File: src/rtl/uart_rx_frame.sv
// UART frame receiver: 16x oversampled, LSB-first, DBIT data bits, SB_TICK-tick stop window.
// Optional even-parity bit after the data bits when UART_RX_PARITY_EN is defined.
module uart_rx_frame #(
   parameter int DBIT    = 8,
   parameter int SB_TICK = 16
) (
   input  logic       clk,
   input  logic       rst_n,
   input  logic       rx,
   input  logic       s_tick,
   output logic [7:0] dout,
   output logic       rx_done_tick,
   output logic       frame_err,
   output logic       parity_err,
   output logic       rx_busy
);

   // state  | meaning
   // IDLE   | line idle, waiting for a low level on synchronized rx
   // START  | counting to mid start bit, rejects glitches shorter than half a bit
   // DATA   | sampling DBIT data bits at mid-bit, LSB first
   // PARITY | sampling the even-parity bit (UART_RX_PARITY_EN only)
   // STOP   | waiting for mid stop bit, then publishing the frame
   typedef enum logic [2:0] {
      IDLE,
      START,
      DATA,
`ifdef UART_RX_PARITY_EN
      PARITY,
`endif
      STOP
   } state_t;

   localparam logic [2:0] N_LAST = 3'(DBIT - 1);
   localparam logic [3:0] S_LAST = 4'(SB_TICK - 1);

   state_t          state;
   logic            rx_meta;
   logic            rx_sync;
   logic [3:0]      s;
   logic [2:0]      n;
   logic [DBIT-1:0] b;
`ifdef UART_RX_PARITY_EN
   logic            par_bad;
`endif

   assign rx_busy = (state != IDLE);

   always_ff @(posedge clk) begin
      if (!rst_n) begin
         state        <= IDLE;
         rx_meta      <= 1'b1;
         rx_sync      <= 1'b1;
         s            <= '0;
         n            <= '0;
         b            <= '0;
         dout         <= '0;
         rx_done_tick <= 1'b0;
         frame_err    <= 1'b0;
`ifdef UART_RX_PARITY_EN
         par_bad      <= 1'b0;
         parity_err   <= 1'b0;
`endif
      end else begin
         rx_meta      <= rx;
         rx_sync      <= rx_meta;
         rx_done_tick <= 1'b0;
         case (state)
            IDLE: begin
               if (!rx_sync) begin
                  state <= START;
                  s     <= '0;
               end
            end
            START: begin
               if (s_tick) begin
                  if (s == 4'd7) begin
                     s <= '0;
                     if (!rx_sync) begin
                        state <= DATA;
                        n     <= '0;
                     end else begin
                        state <= IDLE;
                     end
                  end else begin
                     s <= s + 4'd1;
                  end
               end
            end
            DATA: begin
               if (s_tick) begin
                  if (s == 4'd15) begin
                     s <= '0;
                     b <= {rx_sync, b[DBIT-1:1]};
                     if (n == N_LAST) begin
`ifdef UART_RX_PARITY_EN
                        state <= PARITY;
`else
                        state <= STOP;
`endif
                     end else begin
                        n <= n + 3'd1;
                     end
                  end else begin
                     s <= s + 4'd1;
                  end
               end
            end
`ifdef UART_RX_PARITY_EN
            PARITY: begin
               if (s_tick) begin
                  if (s == 4'd15) begin
                     s       <= '0;
                     par_bad <= (^b) ^ rx_sync;
                     state   <= STOP;
                  end else begin
                     s <= s + 4'd1;
                  end
               end
            end
`endif
            STOP: begin
               if (s_tick) begin
                  if (s == S_LAST) begin
                     s            <= '0;
                     state        <= IDLE;
                     dout         <= 8'(b);
                     frame_err    <= ~rx_sync;
                     rx_done_tick <= 1'b1;
`ifdef UART_RX_PARITY_EN
                     parity_err   <= par_bad;
`endif
                  end else begin
                     s <= s + 4'd1;
                  end
               end
            end
            default: state <= IDLE;
         endcase
      end
   end

`ifndef UART_RX_PARITY_EN
   assign parity_err = 1'b0;
`endif

endmodule

File: config.mk
export PLATFORM = sky130hd
export DESIGN_NAME = uart_rx_frame
export DESIGN_NICKNAME = d
export VERILOG_FILES = /design/src/rtl/uart_rx_frame.sv
export SDC_FILE = /design/constraint.sdc
export NUM_CORES = 1
export LEC_CHECK = 0
export CAP_MARGIN = 20
export CORE_ASPECT_RATIO = 1.2
export CORE_MARGIN = 2
export CORE_UTILIZATION = 40
export CTS_BUF_LIST = sky130_fd_sc_hd__clkbuf_16
export DETAILED_ROUTE_END_ITERATION = 12
export GPL_TIMING_DRIVEN = 0
export PLACE_DENSITY = 0.67
export SYNTH_ARGS = -nofsm -noshare
export SYNTH_HDL_FRONTEND = slang
export SYNTH_SLANG_ARGS = --single-unit
File: constraint.sdc
create_clock -name clk -period 1.9 [get_ports clk]
set_input_delay 0.38 -clock clk [delete_from_list [all_inputs] [get_ports clk]]
set_output_delay 0.38 -clock clk [all_outputs]
set_load 0.05 [all_outputs]
Yosys cells after proc, flatten, opt, wreduce, memory -nomap -nowiden
Index checks and enable logic that the tools add are counted.
{"block": "word_totals", "out_inout_bits": 12, "in_bits": 4, "ff_bits": 30, "elab_cells": 64}
{"block": "classes", "eq_ne": 17, "muxes": 24, "n_reduce_logical": 11, "addsub": 2, "bitwise": 1}
{"cell": "3-bit 2-to-1 mux", "count": 14}
{"cell": "4-bit 2-to-1 mux", "count": 5}
{"cell": "2-bit != test, second input constant", "count": 10}
{"cell": "3-bit one-hot mux with 4 select lines", "count": 1}
{"cell": "4-bit one-hot mux with 3 select lines", "count": 1}
{"cell": "3-bit AND reduction", "count": 3}
{"cell": "8-bit AND reduction", "count": 1}
{"cell": "7-bit AND reduction", "count": 1}
{"cell": "3-bit by 2-bit == test with 1-bit output, second input constant", "count": 2}
{"cell": "3-bit one-hot mux with 2 select lines", "count": 1}
{"cell": "3-bit nonzero test", "count": 2}
{"cell": "4-bit by 1-bit adder with 4-bit output, second input constant", "count": 1}
{"cell": "4-bit by 3-bit == test with 1-bit output, second input constant", "count": 1}
{"cell": "4-bit == test, second input constant", "count": 1}
{"cell": "4-bit AND reduction", "count": 1}
{"cell": "3-bit by 1-bit adder with 3-bit output, second input constant", "count": 1}
{"cell": "3-bit by 1-bit == test with 1-bit output, second input constant", "count": 1}
{"cell": "3-bit == test, second input constant", "count": 1}
{"cell": "3-bit zero test", "count": 1}
{"cell": "2-bit 2-to-1 mux", "count": 1}
{"cell": "2-bit by 1-bit != test with 1-bit output, second input constant", "count": 1}
{"cell": "2-bit nonzero test", "count": 1}
{"cell": "2-bit OR reduction", "count": 1}
{"cell": "1-bit 2-to-1 mux", "count": 1}
{"cell": "1-bit NOT", "count": 1}

Longest topological paths before layout
Gate-level depths: netlist (run 1).
{"block": "depth", "depth_word": 5, "mapped_depth": 6, "ltp_nobuf": 6}

Least setup slack after synthesis (run 1)
No wires, ideal clock.
{"block": "synth_path", "kind": "register -> register", "startpoint": "register s[0]", "endpoint": "register b[0]", "stages_incl_launch_ff": 7, "arrival_time_ns": 1.299, "period_less_slack_ns": 1.427, "slack_ns": 0.473, "required_time_ns": 1.772, "setup_ns": 0.128, "path_cell_list": "dfxtp_1 > ha_1 > and3_2 > and3_1 > buf_4 > mux2i_1 > nor2_1"}
{"block": "synth_via", "elab_chain_len": 2}
{"item": "from (decl)", "line_no": "40", "rtl": "logic [3:0] s;"}
{"item": "from (signal assigned)", "line_no": "86", "rtl": "s <= s + 4'd1;"}
{"item": "from (signal assigned)", "line_no": "105", "rtl": "s <= s + 4'd1;"}
{"item": "from (signal assigned)", "line_no": "134", "rtl": "s <= s + 4'd1;"}
{"item": "4-bit == test", "line_no": "92", "rtl": "if (s == 4'd15) begin"}
{"item": "3-bit AND reduction (no source line)"}
{"item": "to (signal assigned)", "line_no": "94", "rtl": "b <= {rx_sync, b[DBIT-1:1]};"}
{"item": "to (decl)", "line_no": "42", "rtl": "logic [DBIT-1:0] b;"}
No other way between the ends.
A chain may end at the register's enable or synchronous reset.

Worst setup path in the final report (run 1)
{"block": "layout_path", "startpoint": "register state[1]", "endpoint": "output port rx_busy"}
{"block": "layout_via", "elab_chain_len": 1}
{"item": "from (decl)", "line_no": "37", "rtl": "state_t state;"}
{"item": "from (signal assigned)", "line_no": "51", "rtl": "state <= IDLE;"}
{"item": "from (signal assigned)", "line_no": "71", "rtl": "state <= START;"}
{"item": "from (signal assigned)", "line_no": "80", "rtl": "state <= DATA;"}
{"item": "3-bit nonzero test", "line_no": "47", "rtl": "assign rx_busy = (state != IDLE);"}
{"item": "to (decl)", "line_no": "15", "rtl": "output logic rx_busy"}
No other way between the ends.

==> results of run 1 <==
==> final cells by class <==
| cell class | instances | area, sq um |
|---|---|---|
| flip-flops and latches | 29 | 580.6 |
| inverters | 3 | 11.26 |
| multi-input cells | 100 | 629.4 |
| well taps | 36 | 45.04 |
| clock buffers | 5 | 125.1 |
| plain buffers | 11 | 77.57 |
| fillers | 291 | 1465 |
| repair buffers | 13 | 131.4 |
| clock inverters | 3 | 17.52 |
==> layer usage <==
metal | part of all wire [%] | wire length, um | GRT usage, % | vias up
met5 | 0 | 0 | 0 | -
met4 | 1.5 | 43 | 7.143 | 0
met3 | 3.4 | 94 | 5.088 | 5
met2 | 52 | 1441 | 29.91 | 15
met1 | 43 | 1205 | 18.08 | 501
li1 | - | - | - | 535
==> cells in the final DEF, fill, tap and decap left out, drive strengths merged, types with 2 or more instances in the layout <==
| cell | count |
|---|---|
| dfxtp | 29 |
| nand2 | 17 |
| nand3 | 15 |
| nor2 | 14 |
| mux2i | 12 |
| clkdlybuf4s50 | 12 |
| o21ai | 11 |
| clkbuf | 8 |
| buf | 8 |
| nand2b | 4 |
| inv | 3 |
| ha | 3 |
| and3 | 3 |
| a21oi | 2 |
| clkinv | 2 |
| nor3 | 2 |
==> flip-flops by register name (all words and copies together) (netlist names) <==
name          flops
n                 3
state             2
rx_done_tick      1
rx_sync           1
b                 8
s                 4
rx_meta           1
frame_err         1
dout              8
==> worst max-delay path, stage by stage (launching register included) <==
cell	delay, ns
dfxtp_1	0.33
buf_6	0.14
or2_1	0.23
buf_6	0.13
clkdlybuf4s15_2	0.32
==> kinds of logic (layout without fill, tap and decap cells) <==
logic type | count (synthesis) | count (layout)
compound gates | 22 | 22
fa+ha+maj | 3 | 3
flops | 29 | 29
other cells | 1 | 1
simple gates | 61 | 61
mux | 13 | 13
buf+inv | 14 | 35
==> worst max-delay path by stage <==
stage,depth (start not counted),to,slack (ns)
after detailed placement,6,frame_err,-0.19
after global routing,4,rx_busy,0.03
after global placement,6,frame_err,-0.16
after CTS,5,dout[0],0.06
final,4,rx_busy,0.09
after floorplan,6,b[0],0.47
==> power groups by stage <==
| stage | registers (mW) | logic [mW] | clock network [mW] |
|---|---|---|---|
| 3_5_place_dp | 0.628 | 0.0600 | 0 |
| 4_1_cts | 0.616 | 0.0600 | 0.767 |
| 3_3_place_gp | 0.628 | 0.0583 | 0 |
| 6_report | 0.616 | 0.0604 | 0.755 |
| 5_1_grt | 0.616 | 0.0656 | 0.802 |
| 2_1_floorplan | 0.627 | 0.0433 | 0 |
==> cell usage after synthesis (all sizes together) <==
library cell,instances
o22ai,1
and2b,1
and3,3
and3b,1
a21oi,2
o31ai,1
nand4,1
o22a,1
or2,1
a31oi,1
inv,3
a32oi,1
mux2,1
o21ai,11
nor3,2
a21o,1
nor3b,1
nand2,17
nand2b,4
mux2i,12
ha,3
a221oi,1
nand3,15
buf,8
o32ai,1
conb,1
or3,1
dfxtp,29
clkbuf,3
o211a,1
nor2,14
==> per-stage QoR <==
stage               cells  area (sq um)  TNS (ns)  total power [mW]  setup WS, ns
global placement      192          1465    -1.462            0.6867       -0.1590
global route          200          1618         0             1.483       0.03400
finish                200          1618         0             1.431       0.08546
floorplan             143          1290         0            0.6708        0.4730
CTS                   200          1609         0             1.443       0.05844
detailed placement    192          1465    -2.050            0.6885       -0.1948
==> results summary, run 1 <==
The longest clock path from root to sink contains 2 buffers. The portion of synthesized cell area occupied by the leading cell type came out at 45.00%. The tree is rooted in a clkbuf_16.

The slew at the pin closest to its max-slew limit is 0.5040 ns. Net switching is 22.27% of the power. By area, the combinational part of the netlist is dominated by simple AND/OR/NAND/NOR gates. The required time of the critical path is 1.52 ns.

The effective utilization at floorplan came out at 41.84%. Once the clock tree was built, the setup fixing pass inserted 0 buffers. The count of endpoints failing hold in the final timing report is 0. Tracing the worst setup path back leads to its startpoint at state[1]. After global routing the overflow that remains totals 0. The detailed router finished its first iteration with 34 violations. Compared with the post-synthesis result, the final layout area differs by 25.41%. Setup violations remaining at the end of the flow were counted as 0.

The final HPWL from detailed placement came out at 1.848 mm. The total die area came out at 3697 sq um. The total leakage power is 0.6228 nW.

The horizontal die dimension is 55.84 um. The mean instance size in the synthesized netlist is 9.021 sq um. The count of warnings emitted by yosys is 0.

After clock tree synthesis, the repair step resized 3 gates. The floorplan has 22 rows. The run finished with clean final reports. After technology mapping, the gate count stands at 143. The min-delay analysis places its worst path in the category in -> reg.

Dividing the detail-routed via count by the number of cells gives 5.280. The routability congestion estimate from global placement is 0.7992. The TritonCTS sink count is 29. The proportion of power drawn by the clock network came out at 52.7%. The clock network latency to the later pin of the worst-skew pair is 0.28 ns. Entering global routing, the biggest net connects 11 pins. In this run the critical register-to-register path is launched from s[0]. In the final routed layout, each cell accounts on average for 13.93 um.

The total clock buffers created by CTS came out at 5. The number of global-route vias before repair is 1014. The mapped netlist covers 1290 sq um. In this run the most critical hold path is launched from rst_n.

Registers are responsible for 43.0% of the overall power. The maximum clock frequency came out at 0.5511 GHz. The simple logic cell fraction of the synthesized area came out at 23.76%. The register clock-pin slew on the reported worst setup and hold paths is 0.05 ns. STA classifies the critical path endpoint as an output pin. The post-layout utilization of the core is 52.48%. The number of max-slew violations in the final report was 0. The post-route netlist has 12.80% of its cells at a drive strength greater than 1. The relative max-transition margin came out at 66.30%. The highest ir drop seen on vdd is 806.4 uV. The worst-case clock skew came out at 0.004510 ns. The final antenna diode count came out at 0.

Counting flops and latches in the post-synthesis netlist gives 29. Across all register-to-register paths, the minimum setup slack is 0.29 ns. The number of antenna violations at the first check in global routing is 0. The number of vias after detailed routing is 1056. The depth of the worst register-to-register path is 6. Sequential elements use 45.00% of the synthesized area. After detailed routing, the number of remaining DRC violations is 0. The net count of the finished layout is 170. 16 I/O pins were placed. Summed over all nets, the switching power comes to 0.3187 mW.

The net count after synthesis came out at 150. Data on the critical path arrives at its endpoint at 1.43 ns. The clock tree synthesis step divided the H-tree into 2 levels. The detail route stage leaves a number of antenna-violating nets equal to 0. The cell internal power dissipation came out at 1.112 mW. The post-synthesis compound-gate area fraction is 10.67%. The count of buffers inserted at the top-level ports came out at 13. In this run the power density over the cells is 884.6 nW/um^2. The core area is 3083 sq um.

The total detailed-routing wirelength is 2.785 mm. Sorting the synthesized cells by area gives the leading types as dfxtp_1 (45%), mux2i_1 (9.3%), nand3_1 (5.8%). The worst setup path is of the reg -> out kind.

The post-synthesis share of cell area spent on xor and xnor gates came out at 0%. The number of hold buffers added after cts is 0. The synthesized design spends more area on one cell type than any other, namely dfxtp_1. For hold timing, the worst endpoint is rx_meta. The vertical die dimension is 66.21 um. The capture point of the worst reg-to-reg path is b[4]. Setup repair after global routing left no endpoint under its margin.

The shortest period the worst path allows came out at 1.815 ns. The critical path startpoint category is a register. The worst hold slack came out at 0.3711 ns. Summing the areas of all fa, ha and maj instances in the mapped netlist gives 2.910% of the synthesized area. The share of the clock period used by the worst path after layout is 95.50%.

The clock tree from TritonCTS is yes. After synthesis, the netlist uses 35 different library cells. The total track usage came out at 16.63%. The worst hold path depth came out at 2. In this run, the combinational gates consume 4.2% of the power. The global-route wire length before repair is 4.705 mm.

The portion of synthesized area spent on multiplexers is 10.48%. The maximum fanout along the worst path is 10. The number of violations of the max-capacitance limit came out at 0.

The detailed-router iteration count before antenna repair came out at 4.
No activity file was read; power rests on OpenSTA's default activity.
==> inputs of run 2 (changes only) <==
Settings changed: CAP_MARGIN 20 to default, PLACE_DENSITY 0.67 to 0.71.
==> results summary, run 2 (synthesis results as in run 1) <==
For this configuration, the core starts out at a cell density of 41.84%. For the pin with the worst max-slew slack, the measured transition is 0.5052 ns. The die covers 3697 sq um.

The number of global-route vias before repair came out at 1037. The combinational fraction of design power came out at 3.8%. The relative max-transition margin came out at 66.22%. The number of violations of the max-capacitance limit came out at 0. The shortest period the worst path allows is 1.813 ns. Pin placement for this block handled 16 I/O pins. The vertical die dimension is 66.21 um. The register clock-pin slew on the reported worst setup and hold paths came out at 0.05 ns. The detailed-router iteration count before antenna repair is 4. The final antenna diode count came out at 0. Dividing the detail-routed via count by the number of cells gives 5.375. The routability congestion estimate from global placement came out at 0.8022. The clock tree from TritonCTS is yes. After routing the design area is 1629 sq um. The maximum clock frequency is 0.5517 GHz.

The clock network latency to the later pin of the worst-skew pair is 0.28 ns. The count of endpoints failing hold in the final timing report came out at 0. The total leakage power came out at 0.6299 nW. The total detailed-routing wirelength is 2.697 mm. The CTS root buffer is clkbuf_16.

The number of hold buffers added after cts came out at 0. Data on the critical path is required at its endpoint by 1.52 ns. The largest net degree at the start of global routing came out at 11. The worst endpoint data arrival time is 1.43 ns. Global routing consumed, over all layers together, 16.54% of the routing resources.

The proportion of power drawn by the clock network is 56.3%. The post-detailed-route count of antenna-violating nets came out at 0. The run finished with clean final reports.

The cell internal power dissipation came out at 1.241 mW. STA classifies the critical path startpoint as a register. The count of buffers inserted at the top-level ports is 13.

The global-route wire length before repair is 4.505 mm. Compared with the post-synthesis result, the final layout area differs by 26.28%. Global routing finished with a remaining overflow of 0. Setup violations remaining at the end of the flow were counted as 0.

The number of setup buffers added after CTS is 0. The switching part of the total is 19.83%. The share of the clock period used by the worst path after layout is 95.40%. STA classifies the critical path endpoint as an output pin. The total clock buffers created by CTS is 5. The min-delay analysis places its worst path in the category in -> reg. The number of nets at the end of the flow is 170. The highest ir drop seen on vdd came out at 920.9 uV. The number of DRC violations after detailed-routing iteration 0 is 25. The total power density per cell area is 950.3 nW/um^2. The most common library cell in the layout ignoring fill and taps is dfxtp_1. The total negative slack for setup checks came out at 0 ns.

The worst-case clock skew came out at 0.006728 ns. The number of antenna violations at the first check in global routing came out at 0. The number of remaining DRC errors came out at 0. Setup repair after global routing left no endpoint under its margin. The TritonCTS sink count came out at 29. Sequential cells burn 39.8% of the power. In the layout the commonest cells are dfxtp_1 (29), nand2_1 (17), nand3_1 (15), nor2_1 (14). In this run the number of H-tree levels came out at 2. The switching power came out at 0.3069 mW. The maximum fanout along the worst path came out at 10. The number of buffers between clock root and the deepest sink is 2. The post-route netlist has 11.59% of its cells at a drive strength greater than 1. The horizontal die dimension is 55.84 um. The total area inside the core boundary comes to 3083 sq um. The number of vias after detailed routing came out at 1075. The number of rows in the core area came out at 22. The post-layout total power came out at 1.548 mW. The number of max-slew violations in the final report came to 0. The instance area at placement came out at 1465 sq um. Cells fill 52.84% of the core in the end. By startpoint and endpoint, the worst setup path is classified as reg -> out. The final HPWL from detailed placement came out at 1.945 mm. The largest registers in the layout are b x8, dout x8, s x4. In the final routed layout, each cell accounts on average for 13.49 um.
==> run 2: worst paths after layout <==
path | start | to | slack, ns | cells past startpoint
hold / removal | rst_n | rx_sync | 0.37 | 2
hold reg to reg | rx_meta | rx_sync | 0.42 | 1
setup / recovery | state[1] | rx_busy | 0.09 | 4
setup reg to reg | s[0] | frame_err | 0.26 | 6
==> run 2: per-layer routing <==
layer | track usage (%) | part of all wire (%)
met5 | 0 | 0
met4 | 8.036 | 2.0
met3 | 6.458 | 4.7
met2 | 30.21 | 52
met1 | 16.37 | 41
==> run 2: metrics by stage <==
stage               std cells  hold WS (ns)  setup slack (ns)
finish                    200        0.3726           0.08736
CTS                       200        0.3679           0.08264
global placement          192        0.3892           -0.1294
detailed placement        192        0.4034           -0.1540
global route              200        0.3861           0.01472
floorplan                 143        0.3863            0.4730
==> run 2: power groups by stage <==
stage / Combinational, mW / Clock (mW) / Sequential [mW]
2_1_floorplan: 0.0433 / 0 / 0.627
3_3_place_gp: 0.0580 / 0 / 0.628
3_5_place_dp: 0.0594 / 0 / 0.629
4_1_cts: 0.0593 / 0.886 / 0.616
5_1_grt: 0.0653 / 0.906 / 0.616
6_report: 0.0594 / 0.872 / 0.617
==> run 2: repair_timing <==
item | in CTS | in global routing
gates resized for setup | 3 | 0
setup endpoints to repair | 1 | 0
hold endpoints to repair | 0 | 0
==> run 2: area by class of cell <==
cell class	instances	area (sq um)
plain buffers	11	77.57
clock buffers	5	125.1
clock inverters	3	37.54
fillers	303	1454
inverters	3	11.26
multi-input cells	100	620.6
flip-flops and latches	29	580.6
well taps	36	45.04
repair buffers	13	131.4
==> run 2: worst max-delay path: stages, from the launching register on <==
cell and delay (ns):
dfxtp_1 0.32, buf_6 0.14, or2_1 0.24, buf_6 0.13
clkdlybuf4s15_2 0.32
==> inputs of run 3 (changes only) <==
Settings changed: MAX_ROUTING_LAYER from default to met4, SETUP_SLACK_MARGIN from default to 0.02.
==> results summary, run 3 (synthesis results as in run 1) <==
For the worst flop-to-flop path, the logic depth is 6. The number of buffers between clock root and the deepest sink came out at 2. Across all layers, the routed design uses 1067 vias. In this run the worst path has a maximum fanout of 10. Setup repair after global routing left no endpoint under its margin. The per-cell via count in the routed design came out at 5.335. The worst hold path depth is 2.

The number of global-route vias before repair is 1033. The total clock buffers created by CTS is 5. The shortest period the worst path allows came out at 1.819 ns.

Port buffering added 13 buffers. The post-layout worst setup margin is 0.08127 ns. The sequential power share is 39.8%. The count of endpoints failing hold in the final timing report came to 0.

The highest ir drop seen on vdd is 923.7 uV. Combinational logic burns 3.8% of the power. The most crowded layer after global routing is met2. At the pin with the least slew margin, the transition time is 0.5052 ns.

The horizontal die dimension is 55.84 um. The area added between synthesis and finish is 26.96%. The switching power is 0.3080 mW. The number of max-slew violations in the final report came to 0. The maximum clock frequency came out at 0.5498 GHz. For the worst setup path, the data arrival time is 1.44 ns.

After routing the design area is 1638 sq um. The number of violations of the max-capacitance limit came out at 0. The post-detailed-route count of antenna-violating nets came out at 0. The total negative slack for setup checks came out at 0 ns. For this run, the number of standard cells in the final layout without fillers is 200. The effective utilization at floorplan is 41.84%. The final antenna diode count came out at 0.

The category of the most critical setup path is reg -> out. The number of nets at the end of the flow came out at 170. The vertical die dimension is 66.21 um.

The clock network latency to the later pin of the worst-skew pair came out at 0.28 ns. The required time of the critical path is 1.52 ns. Clock tree synthesis found a total of 29 sinks. The class of the tightest hold or removal check is in -> reg.

The run finished with clean final reports. In the final layout, the registers with the most flip-flops are b x8, dout x8, s x4. The most common library cell in the layout ignoring fill and taps is dfxtp_1. The number of remaining DRC errors is 0. Leaving out fill and tap cells, the most frequent cells in the layout are dfxtp_1 (29), nand2_1 (17), nand3_1 (15), nor2_1 (14). For met1 alone, demand over resource in global routing was 16.49%. The total die area came out at 3697 sq um.

The largest net degree at the start of global routing came out at 11. The peak per-stage delay on the critical path came out at 0.32 ns. The post-layout total power came out at 1.549 mW.

The global routing usage on met3 is 6.458%. Summed over all layers, the routed wires come to 2.688 mm. In the global route stage, met2 resource usage came out at 30.06%. The total leakage power is 0.6358 nW.

The number of rows in the core area came out at 22. For this design the ratio of total power to cell area is 945.9 nW/um^2. The register clock-pin slew on the reported worst setup and hold paths is 0.05 ns. The root buffer cell chosen for the clock tree is clkbuf_16.

The launching point of the worst reg2reg path is s[0]. The proportion of power drawn by the clock network is 56.3%. The instance area at placement came out at 1465 sq um. The number of DRC violations after detailed-routing iteration 0 is 23. Walking the worst path, the cells encountered are buf_2 > or2_1 > buf_6 > clkdlybuf4s15_2. The minimum setup slack after placement is -0.1540 ns.

The cell with the largest stage delay on the worst path is clkdlybuf4s15_2. The number of antenna violations at the first check in global routing was 0. The end point of the worst hold path is rx_sync.

The global-route wire length before repair came out at 4.519 mm. Setup slack on the worst reg-to-reg path comes out at 0.26 ns. In this run the worst setup path begins at state[0].

The H-tree depth reported by CTS came out at 2. The worst-case clock skew came out at 0.006373 ns. The final setup violation count came out at 0. The number of primary I/O pins is 16.

The element type at the critical path end is an output pin. STA classifies the critical path startpoint as a register. The count of buffering cells on the critical path with inverters included came out at 3.

The remaining global-route overflow came out at 0. Counting tap cells, the placed design contains a total of 192 instances. The congestion estimate from routability-driven global placement came to 0.8138. The cell family contributing the most delay on the critical path is buffers and inverters. The share of the clock period used by the worst path after layout came out at 95.72%. The clock tree from TritonCTS is yes. The routed wire length per instance is 13.44 um. The endpoint identified for the worst register-to-register timing path is b[4]. The relative max-transition margin is 66.22%. Global routing used 16.98% of the available tracks across all layers. The core area came out at 3083 sq um. The share of post-route cells with drive strength above 1 is 11.59%. The cell internal power dissipation came out at 1.241 mW. The startpoint identified for the worst hold timing path is rst_n. The detailed-router iteration count before antenna repair is 4.

Of the total power, the share spent switching nets is 19.88%. Summed over all nets, the half-perimeter wirelength after detailed placement is 1.945 mm.
[run 3: cell types whose count changed in the layout (fill, tap and decap cells not counted)]
cell | previous run | this run
nand4_2 | 1 | 0
nand4_4 | 0 | 1
[run 3: worst max-delay path by stage]
stage / end / slack (ns) / cells past startpoint
floorplan: b[0] / 0.47 / 6
global placement: frame_err / -0.13 / 6
detailed placement: frame_err / -0.15 / 6
CTS: rx_busy / 0.08 / 4
global route: rx_busy / 0.04 / 4
finish: rx_busy / 0.08 / 4
[run 3: repair_timing]
| action | in CTS | in global routing |
|---|---|---|
| hold buffers | 0 | 0 |
| gates resized for setup | 3 | 1 |
| setup buffers | 0 | 0 |
| endpoints found under the setup margin | 1 | 1 |
[run 3: final cells by class]
type | count | area (sq um)
fill | 300 | 1445
multi-input combinational | 100 | 629.4
sequential | 29 | 580.6
timing repair buffer | 13 | 131.4
clock buffer | 5 | 125.1
buffer | 11 | 77.57
tap | 36 | 45.04
clock inverter | 3 | 37.54
inverter | 3 | 11.26
[run 3: layer usage]
layer	vias up	wire length, um
li1	537	-
met4	0	54
met1	506	1108
met2	19	1396
met5	-	0
met3	5	129
[run 3: worst reg2reg max path, cell delays in order (launching register included)]
cell and delay, ns:
dfxtp_1 0.37, ha_1 0.23, and3_2 0.26, and3_1 0.16
buf_4 0.19, mux2i_1 0.24, nor2_1 0.06
[run 3: stage by stage]
stage / util (%) / hold WS [ns]
floorplan: - / 0.3863
global placement: 47.52 / 0.3892
detailed placement: 47.52 / 0.4034
CTS: 52.84 / 0.3679
global route: 53.13 / 0.3861
finish: 53.13 / 0.3687
[run 3: power groups by stage]
stage,clock network (mW),logic (mW),registers [mW]
after detailed placement,0,0.0594,0.629
final,0.873,0.0596,0.617
after global placement,0,0.0580,0.628
after floorplan,0,0.0433,0.627
after global routing,0.906,0.0657,0.616
after CTS,0.886,0.0593,0.616
==> patch 1 (config.mk and constraints of run 2) <==
Encoding of `state_t`: now one-hot (4 bits for 4 states).
--- a/src/rtl/uart_rx_frame.sv
+++ b/src/rtl/uart_rx_frame.sv
@@ -23,6 +23,6 @@
    // STOP   | waiting for mid stop bit, then publishing the frame
-   typedef enum logic [2:0] {
-      IDLE,
-      START,
-      DATA,
+   typedef enum logic [3:0] {
+      IDLE  = 4'b0001,
+      START = 4'b0010,
+      DATA  = 4'b0100,
 `ifdef UART_RX_PARITY_EN
@@ -30,3 +30,3 @@
 `endif
-      STOP
+      STOP  = 4'b1000
    } state_t;
Check against the original RTL: same outputs for any inputs over 10 cycles, from zero or initial values and one cycle with rst_n low; not proved beyond that.
==> patch 1 against run 2 <==
The run now ends with DRC left. Clock power fell by 16%. Cell count rose by 10%. Hold slack improved by 55 ps. Setup slack got worse by 2.6 ps. Combinational power rose by 29%. Clock skew fell by 1.1 ps. Sequential cell count rose by 2. Area after synthesis rose by 13%. Power fell by 5.1%. Synthesized cell count rose by 11%. Routed wire length rose by 24%. Cell area rose by 14%. Sequential share of layout area fell by 2.0 points. Critical path type is now reg2reg. Largest power group unchanged.
==> patch 1: results <==
[detailed_routing]
drt_iter0_drc = 56
wl_per_cell_um = 15.2
dr_total_vias = 1245
drc = 2
drt_first_pass_iters = 8
ant_nets = 0

[synthesis]
synthTopCellsByArea = dfxtp_1 (43%), mux2i_1 (12%), nor2_1 (5.9%)
netlist_top_cells_count = dfxtp_1 (31), nor2_1 (23), mux2i_1 (18)
synth_cells = 159
synth_cell_type_count = 46
yosysMostFrequentCell = dfxtp_1
syn_nets = 166
yosysSeqAreaShare_pct = 42.8

[clock_tree]
cts_root_buffer = clkbuf_16
worstSkewPairLatency_ps = 270
clock_path_buffers = 2
htree_levels = 2
clkTransAtPathRegs_ps = 50

[finish]
fin_cells = 220
drive_gt1_share_pct = 14.2
reg.largest.list = b x8, dout x8
layout.nets = 189
n_antenna_cell = 0

[critical_path]
worstPathMaxFanout = 5
arrival_ps = 1970

[pwr]
p_sw_share_pct = 21.7
leakagePower_nw = 0.672
vdd_drop_max_mv = 0.519

[status]
run_status = finished, violations left
violations = DRC

[sta]
tightest_slew_ps = 585
finalClockSkew_ps = 5.61

[global_routing]
grt_pass1_wl_um = 5590
grt_usage_pct = 17.6

[placement]
dp_hpwl_um = 2270
gp_congestion = 0.855
dp.cells = 209

[hold_path]
hp-class = reg2reg
## patch 1: metal layers
metal	vias to the layer above	track usage, %	share of wire, %
met4	0	8.84	2.3
li1	606	-	-
met3	10	5.74	5.9
met1	591	20.1	41
met5	-	0	0
met2	38	28.8	51
## patch 1: path summary, 6_finish.rpt
check                                          end                  start  cells past startpoint  slack [ps]
worst max register to register   n[0]$_SDFFE_PN0P_  state[2]$_SDFFE_PN0P_                      5          80
worst min-delay path            rx_sync$_SDFF_PN1_     rx_meta$_SDFF_PN1_                      1         430
worst min register to register  rx_sync$_SDFF_PN1_     rx_meta$_SDFF_PN1_                      1         430
worst max-delay path             n[0]$_SDFFE_PN0P_  state[2]$_SDFFE_PN0P_                      5          80
## patch 1: worst max-delay path, stage by stage (launching register included)
cell and delay [ps]:
dfxtp_2 330, or4b_4 570, or3_4 360, a21oi_4 180, mux2i_1 200, nor2_1 50
## patch 1: final cells by class
| class | count | area (µm²) |
|---|---|---|
| multi-input cells | 111 | 800 |
| well taps | 37 | 46.3 |
| repair buffers | 17 | 184 |
| fillers | 310 | 1540 |
| plain buffers | 9 | 41.3 |
| flip-flops and latches | 31 | 624 |
| clock inverters | 3 | 11.3 |
| clock buffers | 5 | 125 |
| inverters | 7 | 26.3 |
## patch 1: logic make-up after synthesis
| kind of cell | after synthesis | share of synthesized area [%] |
|---|---|---|
| other | 1 | 0.258 |
| xor gates and xnor gates | 2 | 1.21 |
| buffers and inverters | 17 | 4.83 |
| adders and majority gates | 3 | 2.59 |
| muxes | 18 | 12.4 |
| DFF | 31 | 42.8 |
| and+or+nand+nor | 60 | 22.6 |
| AOI/OAI and AO/OA | 27 | 13.4 |
## patch 1: what timing repair did
action                                 4_1_cts  5_1_grt
gates resized for setup                      9       13
setup endpoints to repair                   21       25
setup buffers                                2        2
pin swaps                                    4        2
endpoints found under the hold margin        0        0
## patch 1: metrics by stage
step / hold slack (ps) / cell area [µm²] / utilization [%] / worst slack [ps]
3_5_place_dp: 410 / 1630 / 47.9 / -294
5_1_grt: 433 / 1860 / 54.7 / -32.0
2_1_floorplan: 386 / 1450 / - / 62.9
6_report: 428 / 1860 / 54.7 / 84.8
3_3_place_gp: 396 / 1630 / 47.9 / -246
4_1_cts: 431 / 1810 / 53.4 / -3.72
## patch 1: power groups by stage
stage	combinational [mW]	clock (mW)	sequential, mW
2_1_floorplan	0.0537	0	0.671
3_3_place_gp	0.0710	0	0.672
3_5_place_dp	0.0732	0	0.673
4_1_cts	0.0736	0.746	0.660
5_1_grt	0.0831	0.772	0.660
6_report	0.0769	0.731	0.660
==> patch 2 (settings of run 2) <==
Made on the original files. Set the parameter `DBIT` to 9 (it was 8).
--- a/src/rtl/uart_rx_frame.sv
+++ b/src/rtl/uart_rx_frame.sv
@@ -3,3 +3,3 @@
 module uart_rx_frame #(
-   parameter int DBIT    = 8,
+   parameter int DBIT    = 9,
    parameter int SB_TICK = 16
Check against the original RTL: no difference found for any inputs over 10 cycles, from zero or initial values and one cycle with rst_n low; that may be too few to reach the edited logic, so the function may still have changed.
==> patch 2 against run 2 <==
Cell area rose by 0.15%. Routed wire length decreased by 6.0%. Highest routed layer unchanged. Setup slack gained 16 ps. Critical endpoint is now dout[4]. Non-clock buffer count down 4. Sequential cell count grew 1. Area after synthesis rose by 3.4%. Critical path depth fell by 3. Power is 5.9% lower.
==> patch 2: results <==
[critical_path]
r2r_end = b[7]$_SDFFE_PN0P_
crit_start = dout[4]$_SDFFE_PN0P_
worst-r2r-setup-slack_ps = 230
rr_worst_depth = 6
worstPathMaxFanout = 2
r2r_start = s[0]$_SDFFE_PN0P_
crit_slowest_cell = clkdlybuf4s50_1
worst_path_largest_cell_delay_ps = 810
endpoint = dout[4]

[global_routing]
grt_usage_pct = 15.9
first_global_vias = 1013
grt-ovfl-total = 0
antenna_found_initial = 0
grt_pass1_wl_um = 4570

[detailed_routing]
drt_first_pass_iters = 4
wl_per_cell_um = 13.1
drt_iter0_drc = 28
vias_per_cell = 5.23

[synthesis]
synth_cell_type_count = 40
yosysSeqAreaShare_pct = 45.0
postSynthAreaPerCell_um2 = 9.74
netlist_top_cells_count = dfxtp_1 (30), nor2_1 (21), mux2i_1 (20)
synth_mux_area_share_pct = 16.1
synthAdderAreaFrac_pct = 2.81
syn_nets = 144
synth_compound_area_share_pct = 11.8
synthTopCellsByArea = dfxtp_1 (45%), mux2i_1 (15%), nor2_1 (5.9%)

[clock_tree]
clkTransAtPathRegs_ps = 50
cts_root_buffer = clkbuf_16
cts_made_buffers = 5

[finish]
fin_cells = 193
n_antenna_cell = 0
drive_gt1_share_pct = 14.0
layout.nets = 163
reg.largest.list = b x9, dout x8, s x4

[pwr]
vdd_drop_max_mv = 0.886
leakagePower_nw = 0.581

[placement]
dp_hpwl_um = 1840
dpl_cell_area_um2 = 1500
gp_congestion = 0.781
io_buffers = 12

[sta]
finalClockSkew_ps = 7.82
whs_ps = 382
tightest_slew_ps = 498

[hold_path]
worstHoldPathCells = 2
hold_end = rx_sync$_SDFF_PN1_

[status]
run_status = finished, final reports clean
patch 2: cell count changes after synthesis, sizes merged, moves of 3 or more:
cell	before	now
o21ai	11	3
nand2	17	6
nor2	14	22
nand3	15	5
and3	3	0
mux2i	12	20
patch 2: repair_timing:
item	in CTS	in global routing
endpoints found under the setup margin	1	1
hold buffers	0	0
pin swaps	0	0
resized for setup	1	2
patch 2: through the flow:
| stage | setup slack (ps) | utilization (%) |
|---|---|---|
| 2_1_floorplan | 423 | - |
| 3_5_place_dp | 55.0 | 48.2 |
| 6_report | 104 | 52.5 |
| 5_1_grt | 57.1 | 52.5 |
| 3_3_place_gp | 62.5 | 48.2 |
| 4_1_cts | 32.4 | 52.6 |
patch 2: power breakdown:
group / total, mW / internal (mW) / switching (mW)
sequential: 0.641 / 0.637 / 0.00401
clock: 0.721 / 0.471 / 0.250
combinational: 0.0953 / 0.0373 / 0.0580
patch 2: final cells by class:
cell class / count / area [µm²]
plain buffers: 8 / 55.1
repair buffers: 12 / 115
clock buffers: 5 / 125
inverters: 6 / 22.5
fillers: 299 / 1480
multi-input cells: 93 / 656
well taps: 36 / 45.0
clock inverters: 3 / 12.5
flip-flops and latches: 30 / 601
patch 2: per-layer routing:
metal | GRT usage, % | share of wire [%] | up-vias
met2 | 28.8 | 53 | 12
met1 | 16.6 | 44 | 480
met3 | 4.79 | 2.2 | 5
met5 | 0 | 0 | -
met4 | 8.63 | 1.6 | 0
li1 | - | - | 513
patch 2: logic make-up (layout without fill, tap and decap cells):
kind of cell             Yosys count  in the layout
AO/OA/AOI/OAI                     19             19
other                              1              1
adder cells (fa/ha/maj)            3              3
flip-flops                        30             30
AND/OR/NAND/NOR                   49             49
buffers and inverters             14             34
multiplexers                      21             21
